[config.mk]
export PLATFORM = sky130hd
export DESIGN_NAME = bcd_countdown_timer
export DESIGN_NICKNAME = d
export VERILOG_FILES = /design/src/rtl/timer_pkg.sv /design/src/rtl/tick_prescaler.sv /design/src/rtl/bcd_countdown_timer.sv
export SDC_FILE = /design/constraint.sdc
export NUM_CORES = 1
export LEC_CHECK = 0
export BUFFER_PORTS_ARGS = -buffer_cell sky130_fd_sc_hd__buf_2
export CORE_ASPECT_RATIO = 1.75
export CORE_MARGIN = 3
export CORE_UTILIZATION = 37
export CTS_CLUSTER_SIZE = 40
export DETAILED_ROUTE_END_ITERATION = 7
export GPL_TIMING_DRIVEN = 0
export PLACE_DENSITY_LB_ADDON = 0.25
export SKIP_CTS_REPAIR_TIMING = 1
export SYNTH_ARGS = -nofsm -noshare
export SYNTH_HDL_FRONTEND = slang
export SYNTH_SLANG_ARGS = --single-unit
[constraint.sdc]
create_clock -name clk -period 5.9 [get_ports clk]
set_input_delay 0.295 -clock clk [delete_from_list [all_inputs] [get_ports clk]]
set_output_delay 0.295 -clock clk [all_outputs]
set_load 0.01 [all_outputs]
[src/rtl/timer_pkg.sv]
// Shared types and BCD helpers for the countdown timer.
// BCD helpers operate on a 32-bit word (up to 8 digits) and take the live digit count.
package timer_pkg;

  typedef enum logic [1:0] {IDLE, RUNNING, PAUSED, EXPIRED} timer_state_t;

  localparam logic [3:0] BCD_MAX_DIGIT = 4'd9;
  localparam int unsigned BCD_MAX_N = 8;

  typedef logic [4*BCD_MAX_N-1:0] bcd_word_t;

  // Clamp every nibble above 9 down to 9; digits beyond n are zeroed.
  function automatic bcd_word_t bcd_clamp(bcd_word_t v, int unsigned n);
    bcd_word_t r;
    r = '0;
    for (int unsigned i = 0; i < BCD_MAX_N; i++) begin
      if (i < n) r[4*i+:4] = (v[4*i+:4] > BCD_MAX_DIGIT) ? BCD_MAX_DIGIT : v[4*i+:4];
    end
    return r;
  endfunction

  // Subtract one with digit-wise borrow; zero stays zero.
  function automatic bcd_word_t bcd_dec(bcd_word_t v, int unsigned n);
    bcd_word_t r;
    logic      borrow;
    r      = v;
    borrow = (v != '0);
    for (int unsigned i = 0; i < BCD_MAX_N; i++) begin
      if (i < n && borrow) begin
        if (v[4*i+:4] == 4'd0) begin
          r[4*i+:4] = BCD_MAX_DIGIT;
        end else begin
          r[4*i+:4] = v[4*i+:4] - 4'd1;
          borrow    = 1'b0;
        end
      end
    end
    return r;
  endfunction

  // Digit-wise add; a carry out of the top digit saturates to all nines.
  function automatic bcd_word_t bcd_add_sat(bcd_word_t a, bcd_word_t b, int unsigned n);
    bcd_word_t  r;
    bcd_word_t  nines;
    logic       carry;
    logic [4:0] s;
    r     = '0;
    nines = '0;
    carry = 1'b0;
    for (int unsigned i = 0; i < BCD_MAX_N; i++) begin
      if (i < n) begin
        s = {1'b0, a[4*i+:4]} + {1'b0, b[4*i+:4]} + {4'd0, carry};
        if (s > 5'd9) begin
          s     = s - 5'd10;
          carry = 1'b1;
        end else begin
          carry = 1'b0;
        end
        r[4*i+:4]     = s[3:0];
        nines[4*i+:4] = BCD_MAX_DIGIT;
      end
    end
    return carry ? nines : r;
  endfunction

  // Binary to n-digit BCD, saturating at all nines; used for elaboration constants.
  function automatic bcd_word_t bcd_from_uint_sat(int unsigned v, int unsigned n);
    bcd_word_t   r;
    bcd_word_t   nines;
    int unsigned rem;
    r     = '0;
    nines = '0;
    rem   = v;
    for (int unsigned i = 0; i < BCD_MAX_N; i++) begin
      if (i < n) begin
        r[4*i+:4]     = 4'(rem % 10);
        nines[4*i+:4] = BCD_MAX_DIGIT;
        rem           = rem / 10;
      end
    end
    return (rem != 0) ? nines : r;
  endfunction

endpackage

[src/rtl/tick_prescaler.sv]
// Free-running divide-by-TICK_DIV counter that only advances while enabled.
// A disabled prescaler holds its partial count so a resume finishes the current period.
module tick_prescaler #(
  parameter int unsigned TICK_DIV = 100_000_000
) (
  input  logic clk,
  input  logic rst_n,
  input  logic en,
  input  logic clr,
  output logic tick
);

  localparam int unsigned CntW = $clog2(TICK_DIV);
  localparam logic [CntW-1:0] CntMax = CntW'(TICK_DIV - 1);

  logic [CntW-1:0] cnt_q, cnt_d;

  // Tick on the last count of a period; the counter wraps on that same cycle.
  always_comb begin
    tick  = en && (cnt_q == CntMax);
    cnt_d = cnt_q;
    if (clr)       cnt_d = '0;
    else if (tick) cnt_d = '0;
    else if (en)   cnt_d = cnt_q + CntW'(1);
  end

  // Count register with synchronous active-low reset.
  always_ff @(posedge clk) begin
    if (!rst_n) cnt_q <= '0;
    else        cnt_q <= cnt_d;
  end

endmodule

[src/rtl/bcd_countdown_timer.sv]
// BCD count-down game timer with start/pause control, expiry pulse and low-time flag.
// Optional bonus-time add port enabled by defining TIMER_ADD_TIME_EN.
module bcd_countdown_timer
  import timer_pkg::*;
#(
  parameter int unsigned N_DIGITS   = 2,
  parameter int unsigned TICK_DIV   = 100_000_000,
  parameter int unsigned LOW_THRESH = 5
) (
  input  logic                  clk,
  input  logic                  rst_n,
  input  logic                  load,
  input  logic [4*N_DIGITS-1:0] load_digits,
  input  logic                  start,
  input  logic                  pause,
`ifdef TIMER_ADD_TIME_EN
  input  logic                  add_valid,
  input  logic [4*N_DIGITS-1:0] add_digits,
`endif
  output logic [4*N_DIGITS-1:0] digits,
  output logic                  running,
  output logic                  expired,
  output logic                  expired_pulse,
  output logic                  low_time
);

  localparam int unsigned W = 4 * N_DIGITS;
  // Threshold pre-encoded as BCD so the comparison is a plain unsigned compare.
  localparam bcd_word_t ThreshBcd = bcd_from_uint_sat(LOW_THRESH, N_DIGITS);

  timer_state_t state_q, state_d;
  logic [W-1:0] digits_q, digits_d;
  logic         pulse_q, pulse_d;
  logic         tick, pre_en, pre_clr;
  bcd_word_t    base_w, dec_w, load_w;

  // Prescaler halts on pause or load cycles so no tick is taken when control wins.
  assign pre_en  = (state_q == RUNNING) && !pause && !load;
  assign pre_clr = load || pulse_d;

  tick_prescaler #(
    .TICK_DIV (TICK_DIV)
  ) u_prescaler (
    .clk   (clk),
    .rst_n (rst_n),
    .en    (pre_en),
    .clr   (pre_clr),
    .tick  (tick)
  );

  // State and digit registers.
  always_ff @(posedge clk) begin
    if (!rst_n) begin
      state_q  <= IDLE;
      digits_q <= '0;
      pulse_q  <= 1'b0;
    end else begin
      state_q  <= state_d;
      digits_q <= digits_d;
      pulse_q  <= pulse_d;
    end
  end

  // Next state and next digit value: load > pause > start > tick.
  always_comb begin
    load_w = bcd_clamp(bcd_word_t'(load_digits), N_DIGITS);
    base_w = bcd_word_t'(digits_q);
`ifdef TIMER_ADD_TIME_EN
    if (add_valid && (state_q == RUNNING || state_q == PAUSED)) begin
      base_w = bcd_add_sat(base_w, bcd_clamp(bcd_word_t'(add_digits), N_DIGITS), N_DIGITS);
    end
`endif
    dec_w    = bcd_dec(base_w, N_DIGITS);
    state_d  = state_q;
    digits_d = digits_q;
    pulse_d  = 1'b0;
    if (load) begin
      digits_d = W'(load_w);
      state_d  = IDLE;
    end else begin
      digits_d = W'(base_w);
      unique case (state_q)
        IDLE, PAUSED: begin
          if (start && !pause) begin
            if (base_w == '0) begin
              state_d = EXPIRED;
              pulse_d = 1'b1;
            end else begin
              state_d = RUNNING;
            end
          end
        end
        RUNNING: begin
          if (pause) begin
            state_d = PAUSED;
          end else if (tick) begin
            digits_d = W'(dec_w);
            if (dec_w == '0) begin
              state_d = EXPIRED;
              pulse_d = 1'b1;
            end
          end
        end
        EXPIRED: ;
        default: state_d = IDLE;
      endcase
    end
  end

  // Outputs decoded from registered state and digits.
  always_comb begin
    digits        = digits_q;
    running       = (state_q == RUNNING);
    expired       = (state_q == EXPIRED);
    expired_pulse = pulse_q;
    low_time      = (state_q == RUNNING || state_q == PAUSED) && (digits_q <= W'(ThreshBcd));
  end

endmodule
# After elaboration in Yosys (flattened, before gate mapping)
# Cells that the tools add are included.
# classes
n_mux	25
addsub	3
order_cmp	3
n_eq_ne	8
reduce_logical	23
n_bitwise	1
# ops
cell	n
8-bit 2-to-1 mux	4
27-bit by 1-bit adder with 27-bit output (second input constant)	1
27-bit == test (second input constant)	1
4-bit 2-to-1 mux	6
8-bit zero test	2
2-bit 2-to-1 mux	5
4-bit greater-than comparator (second input constant)	2
8-bit by 3-bit less-or-equal comparator with 1-bit output (second input constant)	1
4-bit zero test	2
1-bit 2-to-1 mux	8
8-bit nonzero test	1
4-bit by 1-bit subtractor with 4-bit output (second input constant)	2
3-bit by 2-bit inequality test with 1-bit output (second input constant)	2
2-bit nonzero test	3
1-bit logical AND	5
2-bit == test (second input constant)	2
2-bit inequality test (second input constant)	2
2-bit case mux with 2 select lines	1
4-bit AND reduction	1
2-bit OR reduction	2
3-bit AND reduction	1
3-bit OR reduction	1
2-bit by 1-bit == test with 1-bit output (second input constant)	1
1-bit zero test	2
4 further kinds	5
# totals
output_inout_bits	12
in_bits	13
ff_bits	38
wordCells	67

# Logic depth before layout (Yosys ltp)
# depth
depth_word	12
ltp_mapped	9
depth_no_buf	7

# Hierarchy
# Synthesis repeated with hierarchy kept, for this count alone.
# hier_totals
cells_unflattened	249
hier_area_um2	2112.0
# modules_own_cells
module	area_each_um2	cells_per_inst	n_inst	seq_area_each_um2
tick_prescaler	1327.5	153	1	540.5
bcd_countdown_timer	784.5	96	1	220.2

# Least setup slack after synthesis
# OpenSTA, ideal clock, no wires.
# synth_timing
path_kind	register -> register
from	reg state_q[1]
to	reg digits_q[0], in the netlist digits[0]
t_required_ns	5.826
setup_ns	0.074
arrival_ns	1.976
period_less_slack_ns	2.051
n_path_buf	1
path_stages_with_launch	9
setup_slack_ns	3.849
cell_sequence	dfxtp_1 > inv_1 > ha_1 > nor4b_2 > nand4_2 > or2_1 > buf_6 > or3_1 > a31oi_1
# synth_between
elab_chain_len	6
elab_cells_between_ends	7
cone_classes	eq/ne: 1; reduce/logical: 6
# synth_lines
element	line_no	text
from (decl)	bcd_countdown_timer.sv:31	timer_state_t state_q, state_d;
from (signal assigned)	bcd_countdown_timer.sv:58	state_q <= state_d;
2-bit by 1-bit == test with 1-bit output (*)	--	
net running	bcd_countdown_timer.sv:21	output logic running,
1-bit logical AND (2 in series)	bcd_countdown_timer.sv:38	assign pre_en = (state_q == RUNNING) && !pause && !load;
1-bit logical AND	tick_prescaler.sv:20	tick = en && (cnt_q == CntMax);
2-bit nonzero test (no line)	--	
3-bit AND reduction (no line) (*)	--	
to (signal assigned)	bcd_countdown_timer.sv:59	digits_q <= digits_d;
to (decl)	bcd_countdown_timer.sv:32	logic [W-1:0] digits_q, digits_d;
# Mark *: on every way through the listed nets, which the timed path passes. The rest lies on a longest branch.
# A chain may end at the register's enable or synchronous reset.

# Worst setup path in the final report
# layout_timing
from	reg state_q[0]
to	reg u_prescaler.cnt_q[12]
# layout_between
elab_chain_len	10
elab_cells_between_ends	13
cone_classes	eq/ne: 2; mux: 4; reduce/logical: 7
# layout_lines
element	line_no	text
2-bit by 1-bit == test with 1-bit output	bcd_countdown_timer.sv:38, bcd_countdown_timer.sv:82	
1-bit logical AND (2 in series)	bcd_countdown_timer.sv:38	
1-bit logical AND	tick_prescaler.sv:20	
1-bit 2-to-1 mux	bcd_countdown_timer.sv:96	end else if (tick) begin
1-bit 2-to-1 mux	bcd_countdown_timer.sv:94	if (pause) begin
1-bit case mux with 2 select lines	bcd_countdown_timer.sv:82	unique case (state_q)
1-bit 2-to-1 mux	bcd_countdown_timer.sv:77	if (load) begin
1-bit logical OR	bcd_countdown_timer.sv:39	assign pre_clr = load || pulse_d;
3-bit OR reduction (no line)	--	
to (signal assigned)	tick_prescaler.sv:30	else cnt_q <= cnt_d;
to (decl)	tick_prescaler.sv:16	logic [CntW-1:0] cnt_q, cnt_d;
# Several ways; a longest one is shown, not always the timed one.

==> run metrics <==
clk sink count 38; reg2reg setup slack 3.65 ns; Pins Over Slew Limit 0; CP bufs+invs 2; Cell Pwr Density 214.0 mW/mm²; layout cells sized above 1 0.1724; Final Setup Violations 0; first-pass GRT wire length 7396 µm; GRT Resource Usage Total 0.1497; Yosys reg bits 38; largest net degree at the start of global routing 12; status completed; crit-path leading delay family simple AND/OR/NAND/NOR gates; Cell variety after synth 50; drt wl/cell 14.03 µm; clock tree buffer depth 2; initial detailed-routing violation count 62; crit path capture type flop; FILL cells 519; mapped cell area 0.002013 mm²; share of the synthesized area in the top cell type 0.3779; DR vias/cell 5.527; slowest stage delay, CP 0.43 ns; Placer Congestion 0.7962; post-synthesis sequential area ratio 0.3779; Clk Latency, worst-skew pair 0.29 ns; fmax 443.7 MHz; largest cells by area after synthesis dfxtp_1 (38%), xor2_1 (9.6%), nor2_1 (6.2%), nand2_1 (3.5%), ha_1 (3.1%); Syn Inst Count 229; total CTS buffers 5; clk root buf clkbuf_8; RSZ-0062 raised after global routing no; post-DP HPWL 3377 µm; Remaining DRCs 0; Routed Antenna Nets 0; clk_skew 0.008211 ns; Max-slew headroom 0.6181; Hold Worst Slack 0.2149 ns; setup TNS 0 ns; CTS clk-pin slew, worst paths 0.07 ns; Yosys Warn Count 0; H-tree levels 2; CP cell instances ha_1 -> nor4b_2 -> nand4_2 -> or2_1 -> buf_6 -> o211ai_4 -> buf_4 -> nor2_1; die area 0.006397 mm²; Worst path slowest cell dfxtp_1; mean post-synth cell area 8.791 µm²; total of max-cap violations 0; Die Y 103.6 µm; P&R area growth vs syn 13.86%; Worst setup SP type flop; critical path class flop to flop; FF-to-FF End u_prescaler.cnt_q[12]$_SDFFE_PP0P_; ANT cells 0; Pre-Repair DR Iteration Count 4; Worst-Margin Slew 0.5703 ns; syn_nets 247; gr ovfl total 0; IO buf count 24; final WL 4421 µm; vias in the first global route 1737; Worst Path Required 6.08 ns; nets@finish 278; routed vias 1741; EDFF count, synth 0; initial antenna violation count 0; leading area contributor after synthesis dfxtp_1; Hold Path Class primary input to flop; ys flop type dfxtp_1; I/O pins 25; Die Span X 61.76 µm; Core Footprint 0.005105 mm²; Critical Path AT 2.43 ns; final hold violations 0; Hold Path Depth 3; ys async rst share 0; Reg-to-Reg Start state_q[0]$_SDFFE_PP0P_; Starting Density 0.3944; TritonCTS clock tree built; minimum clock period 2.254 ns; crit-path max FO 10; worst r2r path cells 8; row count 34; Hold Path Sink digits[2]$_SDFFE_PN0P_; peak supply drop 0.1137 mV; crit share post-route 0.3820; hold_sp load_digits[2]; Leakage Power 0.8649 nW
synthesized netlist by cell type, types with 4 or more instances:
| library cell | count |
|---|---|
| mux2i_1 | 4 |
| nand2_1 | 19 |
| inv_1 | 6 |
| dfxtp_1 | 38 |
| and3_1 | 4 |
| xor2_1 | 22 |
| nor4_1 | 5 |
| a211oi_1 | 4 |
| o21ai_0 | 5 |
| ha_1 | 5 |
| nand4_1 | 8 |
| a21oi_1 | 5 |
| clkbuf_1 | 5 |
| nor2_1 | 33 |
| nand3_1 | 11 |
| and4_1 | 6 |
layer usage:
| metal | part of all wire | up-vias | GRT usage |
|---|---|---|---|
| li1 | - | 881 | - |
| met1 | 0.39 | 826 | 0.1467 |
| met2 | 0.55 | 26 | 0.2714 |
| met3 | 0.030 | 8 | 0.03611 |
| met4 | 0.026 | 0 | 0.07132 |
| met5 | 0 | - | 0 |
state kept, by name (all words and copies together) (netlist names):
signal / count
expired_pulse: 1
state_q: 2
u_prescaler.cnt_q: 27
digits: 8
worst max-delay path by stage:
stage               slack [ns]                    start                                 end  cells past startpoint
floorplan                 3.85  state_q[1]$_SDFFE_PP0P_              digits[0]$_SDFFE_PN0P_                      8
global placement          3.65  state_q[0]$_SDFFE_PP0P_  u_prescaler.cnt_q[16]$_SDFFE_PP0P_                      8
detailed placement        3.65  state_q[0]$_SDFFE_PP0P_  u_prescaler.cnt_q[14]$_SDFFE_PP0P_                      8
CTS                       3.64  state_q[0]$_SDFFE_PP0P_  u_prescaler.cnt_q[12]$_SDFFE_PP0P_                      8
global route              3.40  state_q[0]$_SDFFE_PP0P_              digits[1]$_SDFFE_PN0P_                      7
finish                    3.65  state_q[0]$_SDFFE_PP0P_  u_prescaler.cnt_q[12]$_SDFFE_PP0P_                      8
power by group:
group	switching (W)	internal (W)
logic	0.0000245	0.0000176
clock network	0.0000887	0.0000943
registers	0.00000542	0.000260
total	0.000119	0.000372
cell families after synthesis:
| family | Yosys count | share of synthesized area |
|---|---|---|
| xor gates and xnor gates | 25 | 0.1088 |
| buffers and inverters | 15 | 0.03604 |
| AOI/OAI and AO/OA | 29 | 0.1069 |
| and+or+nand+nor | 113 | 0.3195 |
| DFF | 38 | 0.3779 |
| adders and majority gates | 5 | 0.03108 |
| muxes | 4 | 0.01989 |
stage by stage:
step	worst slack, ns	area [µm²]	power, W	instances	utilization
final	3.646	2292	0.0004905	315	0.4490
after detailed placement	3.652	2201	0.0003137	307	0.4311
after global placement	3.650	2201	0.0003134	307	0.4311
after global routing	3.396	2292	0.0005170	315	0.4490
after floorplan	3.849	2013	0.0002967	229	-
after CTS	3.640	2292	0.0004989	315	0.4490
worst reg2reg max path: cells and delay by family (launching register included):
| family | cells | cell delay [ns] |
|---|---|---|
| AND/OR/NAND/NOR | 4 | 0.87 |
| adder cells (fa/ha/maj) | 1 | 0.31 |
| flip-flops | 1 | 0.43 |
| buffers and inverters | 2 | 0.39 |
| AO/OA/AOI/OAI | 1 | 0.16 |
cells in the final DEF, fill, tap and decap left out, types with 3 or more instances in the layout:
cell | synthesis | final
a211oi_1 | 4 | 4
a21oi_1 | 5 | 5
and2_1 | 3 | 3
and3_1 | 4 | 4
and4_1 | 6 | 6
buf_2 | 1 | 25
clkbuf_1 | 5 | 6
clkbuf_8 | 0 | 6
dfxtp_1 | 38 | 38
ha_1 | 5 | 5
inv_1 | 6 | 6
mux2i_1 | 4 | 4
nand2_1 | 19 | 19
nand3_1 | 11 | 11
nand4_1 | 8 | 8
nor2_1 | 33 | 33
nor2b_1 | 3 | 3
nor3_1 | 3 | 3
nor4_1 | 5 | 5
o21ai_0 | 5 | 5
o31ai_1 | 3 | 3
xnor2_1 | 3 | 3
xor2_1 | 22 | 22
area by class of cell:
type                    count  area (µm²)  share of cell area
plain buffers               9       50.05             0.02183
clock buffers               7       86.33             0.03766
clock inverters             1       5.005            0.002183
inverters                   6       22.52            0.009825
multi-input cells         176        1180              0.5147
flip-flops and latches     38       760.7              0.3319
well taps                  54       67.56             0.02948
repair buffers             24       120.1             0.05240
(Power assumes the default switching activity.)
